$ cat config.mk
export PLATFORM = sky130hd
export DESIGN_NAME = task_sched_tdm
export DESIGN_NICKNAME = d
export VERILOG_FILES = /design/src/rtl/task_sched_tdm.sv
export SDC_FILE = /design/constraint.sdc
export NUM_CORES = 1
export LEC_CHECK = 0
export BUFFER_PORTS_ARGS = -buffer_cell sky130_fd_sc_hd__buf_4
export CELL_PAD_IN_SITES_DETAIL_PLACEMENT = 0
export CELL_PAD_IN_SITES_GLOBAL_PLACEMENT = 1
export CORE_MARGIN = 3
export CORE_UTILIZATION = 46
export CTS_CLUSTER_SIZE = 20
export DETAILED_ROUTE_END_ITERATION = 16
export MAX_ROUTING_LAYER = met4
export PLACE_DENSITY_LB_ADDON = 0.1
export SLEW_MARGIN = 20
export SYNTH_ARGS = -nofsm -noshare
export SYNTH_HDL_FRONTEND = slang
export SYNTH_SLANG_ARGS = --single-unit
$ cat constraint.sdc
create_clock -name clk -period 4.6 [get_ports clk]
set_clock_uncertainty 0.1 [all_clocks]
set_input_delay 0.92 -clock clk [delete_from_list [all_inputs] [get_ports clk]]
set_output_delay 0.92 -clock clk [all_outputs]
set_load 0.01 [all_outputs]
$ cat src/rtl/task_sched_tdm.sv
// Time-division task scheduler: walks a programmable schedule table and grants
// each slot to one task for its programmed budget of ticks.
module task_sched_tdm #(
  parameter int NUM_TASKS   = 4,
  parameter int TASK_W      = 4,
  parameter int TIME_W      = 4,
  parameter int TABLE_DEPTH = 16,
  parameter int IDX_W       = 4
) (
  input  logic              clk,
  input  logic              rst,
  input  logic              en,
  input  logic              skip,
  input  logic              cfg_we,
  input  logic              cfg_sel,
  input  logic [IDX_W-1:0]  cfg_addr,
  input  logic [TIME_W-1:0] cfg_data,
  output logic              cfg_err,
  output logic [TASK_W-1:0] task_no,
  output logic [TIME_W-1:0] timer_left,
  output logic              task_valid,
  output logic              slot_start,
  output logic              frame_wrap,
  output logic [IDX_W-1:0]  entry_index
);

  localparam logic [TASK_W-1:0] END_ID  = '1;
  localparam int                NUM_IDS = 2**TASK_W;

  typedef enum logic [1:0] {IDLE, RUN, EMPTY} state_t;

  state_t state_reg, state_next;

  // Budget table spans the full task-ID space so any ID indexes it safely;
  // entries at or above NUM_TASKS stay zero and are never written.
  logic [TASK_W-1:0] sched_reg  [TABLE_DEPTH];
  logic [TIME_W-1:0] budget_reg [NUM_IDS];

  logic [TASK_W-1:0] task_reg, task_next;
  logic [TIME_W-1:0] timer_reg, timer_next;
  logic [IDX_W-1:0]  idx_reg, idx_next;
  logic              valid_reg, valid_next;
  logic              start_reg, start_next;
  logic              wrap_reg, wrap_next;
  logic              err_reg, err_next;

  logic [TASK_W-1:0]      cfg_id;
  logic                   sched_ok, budget_ok;
  logic [TABLE_DEPTH-1:0] sched_we;
  logic [NUM_IDS-1:0]     budget_we;

  assign cfg_id    = cfg_data[TASK_W-1:0];
  assign sched_ok  = (int'(cfg_addr) < TABLE_DEPTH) &&
                     ((int'(cfg_id) < NUM_TASKS) || (cfg_id == END_ID));
  assign budget_ok = int'(cfg_addr) < NUM_TASKS;
  assign err_next  = cfg_we && (cfg_sel ? !budget_ok : !sched_ok);

  generate
    for (genvar gi = 0; gi < TABLE_DEPTH; gi++) begin : g_sched_we
      assign sched_we[gi] = cfg_we && !cfg_sel && sched_ok && (int'(cfg_addr) == gi);
    end
    for (genvar gi = 0; gi < NUM_IDS; gi++) begin : g_budget_we
      assign budget_we[gi] = cfg_we && cfg_sel && budget_ok && (int'(cfg_addr) == gi);
    end
  endgenerate

  always_ff @(posedge clk) begin
    for (int i = 0; i < TABLE_DEPTH; i++) begin
      if (rst)              sched_reg[i] <= TASK_W'(i % NUM_TASKS);
      else if (sched_we[i]) sched_reg[i] <= cfg_id;
    end
    for (int i = 0; i < NUM_IDS; i++) begin
      if (rst)               budget_reg[i] <= (i < NUM_TASKS) ? TIME_W'(i + 1) : '0;
      else if (budget_we[i]) budget_reg[i] <= cfg_data;
    end
  end

  // Candidate entry for a load: the following table slot while running,
  // entry 0 on a wrap or when starting from IDLE/EMPTY.
  logic [IDX_W:0]    nxt_wide;
  logic              wrap;
  logic [IDX_W-1:0]  load_idx;
  logic [TASK_W-1:0] load_id;

  always_comb begin
    nxt_wide = {1'b0, idx_reg} + (IDX_W+1)'(1);
    wrap     = (int'(nxt_wide) == TABLE_DEPTH) || (sched_reg[nxt_wide[IDX_W-1:0]] == END_ID);
    load_idx = '0;
    if (state_reg == RUN && !wrap) load_idx = nxt_wide[IDX_W-1:0];
    load_id  = sched_reg[load_idx];
  end

  always_comb begin
    state_next = state_reg;
    task_next  = task_reg;
    timer_next = timer_reg;
    idx_next   = idx_reg;
    valid_next = valid_reg;
    start_next = 1'b0;
    wrap_next  = 1'b0;
    if (en) begin
      if (state_reg == RUN && timer_reg != '0 && !skip) begin
        timer_next = timer_reg - TIME_W'(1);
      end else if (load_id == END_ID) begin
        state_next = EMPTY;
        task_next  = '0;
        timer_next = '0;
        idx_next   = '0;
        valid_next = 1'b0;
      end else begin
        state_next = RUN;
        task_next  = load_id;
        timer_next = budget_reg[load_id];
        idx_next   = load_idx;
        valid_next = 1'b1;
        start_next = 1'b1;
        wrap_next  = (state_reg == RUN) && wrap;
      end
    end
  end

  always_ff @(posedge clk) begin
    if (rst) begin
      state_reg <= IDLE;
      task_reg  <= '0;
      timer_reg <= '0;
      idx_reg   <= '0;
      valid_reg <= 1'b0;
      start_reg <= 1'b0;
      wrap_reg  <= 1'b0;
      err_reg   <= 1'b0;
    end else begin
      state_reg <= state_next;
      task_reg  <= task_next;
      timer_reg <= timer_next;
      idx_reg   <= idx_next;
      valid_reg <= valid_next;
      start_reg <= start_next;
      wrap_reg  <= wrap_next;
      err_reg   <= err_next;
    end
  end

  assign cfg_err     = err_reg;
  assign task_no     = task_reg;
  assign timer_left  = timer_reg;
  assign task_valid  = valid_reg;
  assign slot_start  = start_reg;
  assign frame_wrap  = wrap_reg;
  assign entry_index = idx_reg;

endmodule

==> out/qor.yml, run 1 <==
nNetsFinal: 723
rsz0062_at_grt: "false"
cts_tree: "yes"
route.detailed.drc: 0
fin_ws_ns: 0.333
yosysWarnings: 0
clkLatencyLatePin_ns: 0.42
path_max_fanout: 41
rows: 44
route.antenna.remaining_nets: 0
finalCritPeriodShare: 0.928
hold_depth: 2
use_met2: 0.343
overflow: 0
finalCriticalPeriod_ns: 4.27
r2r.worst_path.cells: 15
grt_usage: 0.246
max_slew.worst_pin.slew_ns: 0.718
cts-root-buf: "clkbuf_16"
synth-edff-count: 124
fp.dieArea_um2: 16900
ios: 30
ys_seq_area_frac: 0.576
largest_register_ffs: 64
multiInputGateArea_um2: 2910
worstPathRequired_ns: 4.87
hp-class: "flop to flop"
cts_buffers: 17
setup_tns_ns: 0
p_leak_nw: 3.19
slew_headroom: 0.521
drt_iter0_drc: 674
async_reset_ff_frac: 0
synth.area.top_cells: "edfxtp_1 (53%), dfxtp_1 (4.8%), mux2i_1 (4.4%), nor2_1 (3.7%), nand2_1 (3.4%)"
drive_gt1_frac: 0.163
path_clk_slew_ns: 0.06
place_hpwl_mm: 14.4
yosysUniqueCellTypes: 75
hold_violations: 0
end_kind: "flop"
post-place-ws_ns: -0.0146
grt_first_pass_wirelength_mm: 29.9
clock.fmax_mhz: 234
grt_pass1_vias: 5043
num_vias: 5215
grt_util_met3: 0.0393
syn2layout_area_growth_pct: 18.7
htreeDepth: 4
synth-seq-cells: 141
gr-max-usage-layer: "met1"
start_kind: "flop"
wl_mm: 19.2
die_w_um: 130
clockBufferDepth: 2
fin_util: 0.567
start_util: 0.478
slew_viol_final: 0
grt_max_degree: 58
core-area_um2: 14800
grt_use_met1: 0.368
syn_inst: 627
clock-sinks: 141
antenna_cells: 0
synth_area_um2: 7050
p_per_area_nw_per_um2: 408
port_buffers: 29
die_y_um: 130
min_from: "task_no[3]"
rr_startpoint: "entry_index[0]"
finalSetupViolCount: 0
viasPerCell: 5.78
ys.flop_type: "edfxtp_1"
ir_drop_mv: 0.284
wl_per_cell_um: 21.2
status: "complete, no violations"
n_fill_cell: 1260
max_cap_viol_count: 0
synth_area_leader_cell: "edfxtp_1"
synth_top_area_frac: 0.528
gp_congestion: 0.982
crit_arrival_ns: 4.54
synth.avg_cell_area_um2: 11.2
startpoint: "entry_index[0]"
regArea_um2: 4060
path_class: "flop to flop"
first_pass_iters: 5
antenna_found_initial: 0
fin_hold_ws_ns: 0.350
-- through the flow --
| stage | instance area, um^2 | power (W) | cells |
|---|---|---|---|
| after global placement | 7710 | 0.00200 | 869 |
| after detailed placement | 7710 | 0.00200 | 869 |
| final | 8370 | 0.00342 | 903 |
| after floorplan | 7210 | 0.00183 | 670 |
| after global routing | 8370 | 0.00354 | 903 |
| after CTS | 8350 | 0.00342 | 903 |
-- power by group --
part	leakage [nW]	total, W	internal, W	switching, W
Sequential	1.34	0.00154	0.00148	0.0000590
Combinational	1.56	0.000449	0.000185	0.000264
Clock	0.287	0.00143	0.000861	0.000566
-- worst max-delay path: stages (launching register included) --
cell and delay, ns:
dfxtp_1 0.35, buf_6 0.31, nand3_1 0.23, xnor2_2 0.30, o311ai_1 0.15, buf_4 0.17
or2_0 0.25, a31oi_2 0.30, buf_4 0.23, mux4_2 0.31, a22o_1 0.26, a211oi_4 0.46
nor2_2 0.14, a311oi_4 0.34, buf_12 0.17, and3_1 0.15
-- final cells by class --
class                           count  area share
Sequential cell                   141       0.486
Multi-Input combinational cell    471       0.348
Timing Repair Buffer               64      0.0609
Clock buffer                       17      0.0508
Tap cell                          184      0.0275
Clock inverter                     15      0.0226
Inverter                           11     0.00493
-- final timing paths --
check,endpoint,slack (ns)
hold reg to reg,task_no[3],0.35
setup / recovery,frame_wrap,0.33
setup reg to reg,frame_wrap,0.33
hold / removal,task_no[3],0.35
-- metal layers --
layer / vias up / wire [um]
met5: - / 0
met4: 0 / 355
met3: 26 / 1410
met2: 221 / 8260
met1: 2504 / 9130
li1: 2464 / -
-- Yosys cell counts (13+ instances only) --
cell type / number
and3_1: 13
clkbuf_1: 34
nand3_1: 19
edfxtp_1: 124
a21oi_1: 13
dfxtp_1: 17
a21o_1: 13
o21ai_0: 25
or3_1: 13
nand2_1: 63
and2_1: 18
mux2i_1: 31
nor2_1: 70
-- cell usage in the layout (no fill, tap or decap), types with 10 or more instances in the layout --
cell type  netlist  final
a21o_1          13     13
a21oi_1         13     13
and2_1          18     18
and3_1          13     13
buf_4            4     61
clkbuf_16        0     17
conb_1           1     44
dfxtp_1         17     17
edfxtp_1       124    124
inv_1           10     10
mux2i_1         31     31
nand2_1         63     63
nand3_1         19     19
nand4_1         11     11
nor2_1          70     70
o21ai_0         25     24
or3_1           13     13
-- timing repair --
action,4_1_cts,5_1_grt
endpoints found under the setup margin,7,14
hold buffers,0,0
buffers inserted,2,0
resized for setup,0,4
pin swaps,1,0
-- cell families (layout without fill, tap and decap cells) --
family                     after synthesis  in the layout  synth area share
AOI/OAI and AO/OA                      130            130             0.136
xor gates and xnor gates                 3              3           0.00373
adders and majority gates                3              3           0.00532
buffers and inverters                   58            107            0.0355
DFF                                    141            141             0.576
muxes                                   38             38            0.0648
other                                    1             44          0.000532
and+or+nand+nor                        253            253             0.178
(Power assumes the default switching activity.)
==> inputs of run 2 (changes only) <==
--- a/config.mk
+++ b/config.mk
@@ -5,13 +5,13 @@
 export SDC_FILE = /design/constraint.sdc
 export NUM_CORES = 1
 export LEC_CHECK = 0
-export BUFFER_PORTS_ARGS = -buffer_cell sky130_fd_sc_hd__buf_4
 export CELL_PAD_IN_SITES_DETAIL_PLACEMENT = 0
 export CELL_PAD_IN_SITES_GLOBAL_PLACEMENT = 1
 export CORE_MARGIN = 3
 export CORE_UTILIZATION = 46
 export CTS_CLUSTER_SIZE = 20
 export DETAILED_ROUTE_END_ITERATION = 16
+export DONT_BUFFER_PORTS = 1
 export MAX_ROUTING_LAYER = met4
 export PLACE_DENSITY_LB_ADDON = 0.1
 export SLEW_MARGIN = 20
==> run 2 against run 1 <==
Critical endpoint unchanged; sequential share of layout area increased by 2.1 points; sequential power about the same; cell count decreased by 4.7%; via count decreased by 3.1%; largest power group unchanged; highest routed layer unchanged.
==> out/qor.yml, run 2 (same netlist as run 1, synthesis figures left out) <==
status: "complete, no violations"
grt_max_degree: 85
path_clk_slew_ns: 0.06
die_w_um: 130
path_max_fanout: 41
fp.dieArea_um2: 16900
sequentialPowerShare: 0.467
p_per_area_nw_per_um2: 413
start_util: 0.478
max_slew.worst_pin.slew_ns: 0.625
core-area_um2: 14800
ios: 30
clock-sinks: 141
setup_tns_ns: 0
path_class: "flop to flop"
drive_gt1_frac: 0.111
grt_first_pass_wirelength_mm: 28.6
viasPerCell: 5.87
finalCritPeriodShare: 0.941
wl_met3_mm: 1.35
crit_arrival_ns: 4.59
rows: 44
cts_tree: "yes"
drt_iter0_drc: 384
port_buffers: 0
grt_usage: 0.237
finalSetupViolCount: 0
p_leak_nw: 2.98
cell_internal_pwr_w: 0.00245
ir_drop_mv: 0.263
gp_congestion: 0.894
grt_pass1_vias: 4930
first_pass_iters: 5
netSwitchingFraction: 0.261
post-cts-setup-buffer-count: 0
antenna_found_initial: 0
layout_commonest_cell: "edfxtp_1"
hp-class: "flop to flop"
clkLatencyLatePin_ns: 0.43
route.antenna.remaining_nets: 0
hold_violations: 0
fin_ws_ns: 0.273
clockPowerShare: 0.422
max_cap_viol_count: 0
start_kind: "flop"
combinationalPowerShare: 0.111
syn2layout_area_growth_pct: 13.8
num_vias: 5053
layout.cells.non_filler: 861
placed_cells: 829
wl_per_cell_um: 21.3
cts_resized: 0
rsz0062_at_grt: "false"
end_kind: "flop"
antenna_cells: 0
place_hpwl_mm: 13.7
wl_mm: 18.4
slew_headroom: 0.581
wl_met1_mm: 8.71
wl_met2_mm: 7.97
cts-root-buf: "clkbuf_16"
final_area_um2: 8030
nNetsFinal: 681
final_cell_mix: "edfxtp_1 (124), nor2_1 (70), nand2_1 (63)"
post-place-ws_ns: 0.144
n_fill_cell: 1302
dr.max_layer_used: "met4"
fin_util: 0.544
placedInstanceArea_um2: 7410
finalCriticalPeriod_ns: 4.33
clockBufferDepth: 2
route.detailed.drc: 0
ctsHoldBuffers: 0
htreeDepth: 4
clock.fmax_mhz: 231
overflow: 0
slew_viol_final: 0
largest_register_ffs: 64
worstPathRequired_ns: 4.87
die_y_um: 130
switchingPower_w: 0.000866
cts_buffers: 17
## run 2: power by group through the flow
stage | Combinational, W | Sequential, W | Clock (W)
after global placement | 0.000364 | 0.00157 | 0
after global routing | 0.000405 | 0.00156 | 0.00148
after CTS | 0.000368 | 0.00155 | 0.00142
after detailed placement | 0.000366 | 0.00157 | 0
after floorplan | 0.000285 | 0.00154 | 0
final | 0.000367 | 0.00155 | 0.00140
## run 2: final timing paths
kind                            slack (ns)         end      startpoint  cells past startpoint
worst min register to register        0.39  task_no[3]      task_no[3]                      2
worst max-delay path                  0.27  frame_wrap  entry_index[0]                     12
worst max register to register        0.27  frame_wrap  entry_index[0]                     12
worst min-delay path                  0.39  task_no[3]      task_no[3]                      2
## run 2: metrics by stage
stage | total power, W | hold WS, ns
3_5_place_dp | 0.00194 | 0.390
6_report | 0.00332 | 0.393
2_1_floorplan | 0.00183 | 0.367
4_1_cts | 0.00334 | 0.400
5_1_grt | 0.00344 | 0.423
3_3_place_gp | 0.00194 | 0.391
## run 2: layout make-up
class / instances / area [um^2] / share of cell area
clock buffer: 17 / 425 / 0.0530
clock inverter: 15 / 181 / 0.0226
inverter: 11 / 41.3 / 0.00514
multi-input combinational: 471 / 2900 / 0.362
sequential: 141 / 4060 / 0.506
tap: 184 / 230 / 0.0287
timing repair buffer: 22 / 181 / 0.0226
## run 2: routing by layer
layer,up-vias,global-route usage
met1,2433,0.337
li1,2392,-
met5,-,-
met4,0,0.0721
met2,205,0.333
met3,23,0.0655
## run 2: critical path, stage by stage (launching register included)
cell and delay, ns:
dfxtp_1 0.35, buf_6 0.31, nand3_1 0.19, xnor2_1 0.41, o311ai_1 0.20, or2_0 0.35, a31oi_2 0.39, mux4_2 0.36
a22o_1 0.27, a211oi_4 0.45, nor2_2 0.15, a311oi_4 0.50, and3_1 0.22
